### config.mk
export PLATFORM = sky130hd
export DESIGN_NAME = game_round_controller
export DESIGN_NICKNAME = d
export VERILOG_FILES = /design/src/rtl/game_round_controller.sv
export SDC_FILE = /design/constraint.sdc
export NUM_CORES = 1
export LEC_CHECK = 0
export ABC_CLOCK_PERIOD_IN_PS = 3500
export CAP_MARGIN = 30
export CELL_PAD_IN_SITES_DETAIL_PLACEMENT = 1
export CELL_PAD_IN_SITES_GLOBAL_PLACEMENT = 1
export CORE_AREA = 2 2 88 90
export DETAILED_ROUTE_END_ITERATION = 12
export DIE_AREA = 0 0 90 92
export GPL_ROUTABILITY_DRIVEN = 0
export GPL_TIMING_DRIVEN = 0
export MAX_ROUTING_LAYER = met4
export PLACE_DENSITY_LB_ADDON = 0.25
export RECOVER_POWER = 100
export SYNTH_ARGS = -nofsm -noshare
export SYNTH_HDL_FRONTEND = slang
export SYNTH_SLANG_ARGS = --single-unit
### constraint.sdc
create_clock -name clk -period 3.5 [get_ports clk]
set_input_delay 0.7 -clock clk [delete_from_list [all_inputs] [get_ports clk]]
set_output_delay 0.7 -clock clk [all_outputs]
set_load 0.02 [all_outputs]
### src/rtl/game_round_controller.sv
// Round sequencer for the keypad/stepper guessing game.
// Latches a target, commands a move, times the guess window and keeps score.
module game_round_controller #(
    parameter int unsigned MOVE_CYCLES  = 2_000_000,
    parameter int unsigned GUESS_CYCLES = 300_000_000,
    parameter int unsigned ROUNDS       = 9
) (
    input  logic       clk,
    input  logic       reset,
    input  logic       start,
    input  logic       key_valid,
    input  logic [3:0] key_value,
    input  logic [3:0] rnd,
    input  logic       motor_busy,
    output logic [3:0] target,
    output logic       motor_go,
    output logic [3:0] score,
    output logic [3:0] round,
    output logic [2:0] phase,
    output logic       hit,
    output logic       miss,
    output logic       game_over
);

    typedef enum logic [2:0] {
        IDLE  = 3'd0,
        LOAD  = 3'd1,
        MOVE  = 3'd2,
        GUESS = 3'd3,
        JUDGE = 3'd4,
        DONE  = 3'd5
    } state_t;

    localparam logic [31:0] MOVE_LAST  = 32'(MOVE_CYCLES - 1);
    localparam logic [31:0] GUESS_LAST = 32'(GUESS_CYCLES - 1);
    localparam logic [3:0]  LAST_ROUND = 4'(ROUNDS);

    state_t      state_q, state_d;
    logic [31:0] timer_q, timer_d;
    logic [3:0]  target_q, target_d;
    logic [3:0]  score_q, score_d;
    logic [3:0]  round_q, round_d;
    logic        start_prev_q, start_prev_d;
    logic        motor_go_q, motor_go_d;
    logic        hit_q, hit_d;
    logic        miss_q, miss_d;
    logic        game_over_q, game_over_d;
    logic        start_rise;

    assign start_rise = start & ~start_prev_q;

    always_comb begin
        state_d      = state_q;
        timer_d      = timer_q;
        target_d     = target_q;
        score_d      = score_q;
        round_d      = round_q;
        start_prev_d = start;
        motor_go_d   = 1'b0;
        hit_d        = 1'b0;
        miss_d       = 1'b0;
        case (state_q)
            IDLE, DONE: begin
                if (start_rise) begin
                    score_d = 4'd0;
                    round_d = 4'd0;
                    state_d = LOAD;
                end
            end
            LOAD: begin
                target_d   = rnd;
                motor_go_d = 1'b1;
                timer_d    = 32'd0;
                state_d    = MOVE;
            end
            MOVE: begin
                // timer saturates while the stepper is still busy
                if (timer_q >= MOVE_LAST) begin
                    if (!motor_busy) begin
                        timer_d = 32'd0;
                        state_d = GUESS;
                    end
                end else begin
                    timer_d = timer_q + 32'd1;
                end
            end
            GUESS: begin
                if (key_valid) begin
                    hit_d   = (key_value == target_q);
                    miss_d  = (key_value != target_q);
                    state_d = JUDGE;
                end else if (timer_q >= GUESS_LAST) begin
                    miss_d  = 1'b1;
                    state_d = JUDGE;
                end else begin
                    timer_d = timer_q + 32'd1;
                end
            end
            JUDGE: begin
                if (hit_q && score_q < 4'd9) begin
                    score_d = score_q + 4'd1;
                end
                round_d = round_q + 4'd1;
                if (round_q + 4'd1 == LAST_ROUND) begin
                    state_d = DONE;
                end else begin
                    state_d = LOAD;
                end
            end
            default: state_d = IDLE;
        endcase
        game_over_d = (state_d == DONE);
    end

    always_ff @(posedge clk or negedge reset) begin
        if (!reset) begin
            state_q      <= IDLE;
            timer_q      <= 32'd0;
            target_q     <= 4'd0;
            score_q      <= 4'd0;
            round_q      <= 4'd0;
            start_prev_q <= 1'b0;
            motor_go_q   <= 1'b0;
            hit_q        <= 1'b0;
            miss_q       <= 1'b0;
            game_over_q  <= 1'b0;
        end else begin
            state_q      <= state_d;
            timer_q      <= timer_d;
            target_q     <= target_d;
            score_q      <= score_d;
            round_q      <= round_d;
            start_prev_q <= start_prev_d;
            motor_go_q   <= motor_go_d;
            hit_q        <= hit_d;
            miss_q       <= miss_d;
            game_over_q  <= game_over_d;
        end
    end

    assign target    = target_q;
    assign motor_go  = motor_go_q;
    assign score     = score_q;
    assign round     = round_q;
    assign phase     = state_q;
    assign hit       = hit_q;
    assign miss      = miss_q;
    assign game_over = game_over_q;

endmodule

# Yosys cells after proc, flatten, opt, wreduce, memory -nomap -nowiden
# Index checks and enable logic that the tools add are counted.
dict set report word_totals {
  out_inout_bits 19
  inputBits 13
  ff_bits 52
  word_cells 62
}
dict set report op_classes {
  magnitude_cmp 3
  n_reduce_logical 8
  addsub 3
  bitwise_logic 2
  mux 22
  eq_ne 14
}
# op count
set ops {}
lappend ops {{$mux W32} 4}
lappend ops {{$pmux W32 S3} 1}
lappend ops {{$add A32 B1 Y32 const B} 1}
lappend ops {{$ge A32 B21 Y1 const B} 1}
lappend ops {{$ge A32 B29 Y1 const B} 1}
lappend ops {{$mux W3} 6}
lappend ops {{$pmux W4 S2} 2}
lappend ops {{$pmux W3 S5} 1}
lappend ops {{$eq A3 B3 Y1 const B} 3}
lappend ops {{$add A4 B1 Y4 const B} 2}
lappend ops {{$mux W4} 2}
lappend ops {{$ne A2 B2 Y1 const B} 4}
lappend ops {{$eq A3 B2 Y1 const B} 2}
lappend ops {{$mux W1} 6}
lappend ops {{$eq A4 B4 Y1} 1}
lappend ops {{$eq A4 B4 Y1 const B} 1}
lappend ops {{$lt A4 B4 Y1 const B} 1}
lappend ops {{$ne A4 B4 Y1} 1}
lappend ops {{$reduce_and A4 Y1} 1}
lappend ops {{$eq A3 B1 Y1 const B} 1}
lappend ops {{$logic_not A3 Y1} 1}
lappend ops {{$ne A3 B3 Y1 const B} 1}
lappend ops {{$reduce_and A3 Y1} 1}
lappend ops {{$reduce_bool A3 Y1} 1}
lappend ops {{6 further kinds} 6}

# Longest topological paths before layout
dict set report depth {
  ltp_word 5
  mapped_depth 10
  ltp_nobuf 8
}

# Worst setup path after synthesis
# Ideal clock, no wire load.
dict set report synth_timing {
  kind {register to register}
  startpoint {register timer_q[22]}
  endpoint {register timer_q[20]}
  setup_ns 0.087
  synth_period_minus_slack_ns 2.468
  path_buffers 1
  setup_slack_ns 1.032
  path_stages_with_launch 8
  t_required_ns 3.413
  arrival_time_ns 2.381
  path_cell_list {dfrtp_1 -> or4_1 -> or4_4 -> o21a_1 -> and2_4 -> buf_6 -> or4_1 -> o211ai_1}
}
dict set report synth_between {
  elab_chain_len 3
  elab_cells_between_ends 7
  cone_classes {order compare (2); eq/ne (2); mux (2); reduce/logical (1)}
}
# element line_no
set synth_lines {}
lappend synth_lines {{from (decl)} 39} ;# logic [31:0] timer_q, timer_d;
lappend synth_lines {{from (signal assigned)} 129} ;# timer_q <= timer_d;
lappend synth_lines {{$ge A32 B21 Y1 or $ge A32 B29 Y1 (tied branches)} {78, 92}}
lappend synth_lines {{$ne A3 B3 Y1 (no source line), or another cell as far along} -}
lappend synth_lines {{$reduce_and A4 Y1 (no source line) or $pmux W32 S3 (tied branches)} -}
# Several ways; a longest one is shown, not always the timed one.
# A chain may end at the register's enable or synchronous reset.

# Final worst setup path
dict set report layout_timing {
  startpoint {register timer_q[14]}
  endpoint {register timer_q[13]}
}
# The elaborated chain is that of the path after synthesis.

==> impl_metrics.csv <==
group,metric,value,unit
pwr,ir_drop,0.3761,mV
yosys,ys_ff_latch,52,
global_routing,grt_pass1_vias,2993,
final_layout,synthToLayoutAreaGrowth,15.88,%
clock_network,tritoncts,"built",
detailed_routing,ant_nets,0,
final_layout,drive_above_1_share,0.05063,
yosys,ys_seq_area_frac,0.4119,
floorplan,dieArea,8280,µm²
yosys,yosys_warnings,0,
pwr,clkPwrFrac,0.144,
detailed_routing,drt-wirelength-per-cell,19.76,µm
setup_path,critical_path_class,"reg -> reg",
detailed_routing,met1_length,4.393,mm
setup_path,cp.required,3.68,ns
detailed_routing,top_layer_used,"met4",
sta,fmax,322.3,MHz
sta,rsz0062_at_grt,"false",
pwr,power_density,706.7,nW/µm²
yosys,synth_area,3159,µm²
placed_design,numPortBuffers,31,
yosys,synth_edf_count,0,
setup_path,slowest_stage,"o311ai_1",
setup_path,crit_path_end,"timer_q[13]",
sta,finalCritPeriodShare,0.8864,
pwr,p_sw,1.230,mW
setup_path,max_stage_delay,0.68,ns
detailed_routing,drcViolationCount,0,
pwr,p_int,1.357,mW
sta,skew,0.009890,ns
yosys,synth_top_area_cell,"dfrtp_1",
global_routing,grt_pass1_wl,15.96,mm
clock_network,cts_max_level,2,
clock_network,cts_buffers,5,
run,drv_cap,1,
setup_path,crit_chain,"or4_1 -> a311oi_1 -> nor2_1 -> o311ai_1 -> a31o_1 -> buf_6 -> o211ai_1",
detailed_routing,wl_met3,318,µm
setup_path,start_kind,"flop",
min_path,worstHoldPathCells,1,
final_layout,fin_nets,413,
outcome,violations,"max-capacitance violations, max-slew violations",
yosys,syn_area_per_cell,8.874,µm²
clock_network,cts.path.max_buffers,2,
pwr,sequentialPowerShare,0.334,
sta,tns,0,ns
detailed_routing,met2_length,5.010,mm
global_routing,grtUsageTotal,0.2495,
setup_path,r2r_cells,7,
setup_path,cp-startpoint,"timer_q[14]",
setup_path,timing.rr.start,"timer_q[14]",
yosys,synth-async-reset-ratio,1.000,
global_routing,antenna_found_initial,0,
floorplan,fp-row-count,32,
final_layout,final_common_cell,"dfrtp_1",
outcome,status,"complete, but fails checks",
floorplan,die_x,90,µm
sta,slew_headroom,-0.07634,
floorplan,start_util,0.4242,
placed_design,dpl.hpwl,7.277,mm
sta,worst_slew_pin_slew,1.615,ns
final_layout,antenna_cells,0,
sta,slew_violations,29,
min_path,min_path_type,"reg -> reg",
yosys,syn-num-nets,374,
clock_network,clockRootBuffer,"clkbuf_8",
sta,hold_ws,0.5258,ns
sta,period_minus_slack,3.102,ns
detailed_routing,routed_via_density,6.105,
yosys,synth-main-ff-cell,"dfrtp_1",
pwr,combPwrFrac,0.522,
clock_network,post-cts-setup-buffers,0,
floorplan,boundaryPins,32,
setup_path,r2r_end,"timer_q[13]",
setup_path,end_kind,"flop",
yosys,synth_cell_types,56,
clock_network,clk_latency,0.31,ns
floorplan,core_area,7447,µm²
detailed_routing,dr.pass1.iters,4,
yosys,synth_area_leaders,"dfrtp_1 41%, a41oi_1 6.7%, nand2_1 4.9%",
clock_network,clk_pin_slew_worst_paths,0.10,ns
clock_network,cts_resized,0,
final_layout,mostFrequentLayoutCells,"52 x dfrtp_1, 41 x nand2_1, 24 x a41oi_1",
yosys,synthCells,356,
detailed_routing,drt_wl_total,9.822,mm
setup_path,r2r_slack,0.40,ns
setup_path,crit_fanout,10,
clock_network,clock_sinks,52,
detailed_routing,drtIter0Drc,139,
setup_path,worstPathArrival,3.29,ns
global_routing,grt_max_degree,29,
global_routing,grt_remaining_overflow,0,
pwr,swShare,0.4756,
detailed_routing,via_count,3034,
clock_network,cts_hold_buf,0,
floorplan,die_h,92,µm
sta,setup_viol,0,
pwr,leakagePower,1.657,nW
sta,hold_violations,0,
yosys,yosysTopAreaCellShare,0.4119,
[metrics by stage]
stage	area (µm²)	utilization	cells	power, mW	setup WS (ns)
2_1_floorplan	3159	-	356	1.725	1.032
3_3_place_gp	3597	0.4830	489	2.200	0.06235
3_5_place_dp	3612	0.4850	490	2.274	0.6119
4_1_cts	3709	0.4980	497	2.652	0.5791
5_1_grt	3661	0.4916	497	2.773	0.1821
6_report	3661	0.4916	497	2.587	0.3977
[critical path: cells and delay by family (launching register included)]
kind	cells	cell delay, ns
compound gates	4	1.57
buf+inv	1	0.19
flops	1	0.47
simple gates	2	0.75
[layer usage]
layer / vias to the layer above / global-route usage
li1: 1430 / -
met1: 1533 / 0.3082
met4: 0 / 0.07436
met5: - / -
met3: 9 / 0.02876
met2: 62 / 0.4336
[cell usage after synthesis, types with 7 or more instances]
library cell	instances
nand2_1	41
or4_1	7
clkbuf_1	15
inv_1	19
a21oi_1	15
a31oi_1	17
dfrtp_1	52
nor2_1	18
a41oi_1	24
nand4_1	9
nand3_1	14
o21ai_0	15
nand2b_1	8
and3_1	20
[layout make-up]
type                    count  area, µm²
plain buffers              24      108.9
flip-flops and latches     52       1301
inverters                  19      71.32
fillers                   917       3786
repair buffers             32      307.8
multi-input cells         261       1648
well taps                 102      127.6
clock buffers               7      96.34
[kinds of logic after synthesis]
kind of cell	count (synthesis)	synth area share
xor+xnor	5	0.01386
mux	4	0.01386
compound gates	104	0.2416
fa+ha+maj	5	0.01980
buf+inv	43	0.05821
simple gates	143	0.2408
flops	52	0.4119
[power groups by stage]
stage	clock network, mW	logic, mW	registers, mW
2_1_floorplan	0	0.805	0.920
3_3_place_gp	0	1.33	0.865
3_5_place_dp	0	1.40	0.877
4_1_cts	0.382	1.40	0.866
5_1_grt	0.401	1.49	0.886
6_report	0.373	1.35	0.863
[flip-flops by register name (all words and copies together), names as in the netlist]
register / cells
target: 4
miss: 1
phase: 3
hit: 1
score: 4
game_over: 1
round: 4
timer_q: 32
start_prev_q: 1
motor_go: 1
[worst min-delay path by stage]
stage | slack (ns) | endpoint | from
2_1_floorplan | 0.40 | game_over | reset
6_report | 0.53 | timer_q[4] | timer_q[4]
4_1_cts | 0.41 | timer_q[3] | reset
5_1_grt | 0.56 | timer_q[0] | timer_q[0]
3_5_place_dp | 0.51 | timer_q[0] | timer_q[0]
3_3_place_gp | 0.50 | timer_q[0] | timer_q[0]
(Power assumes the default switching activity.)
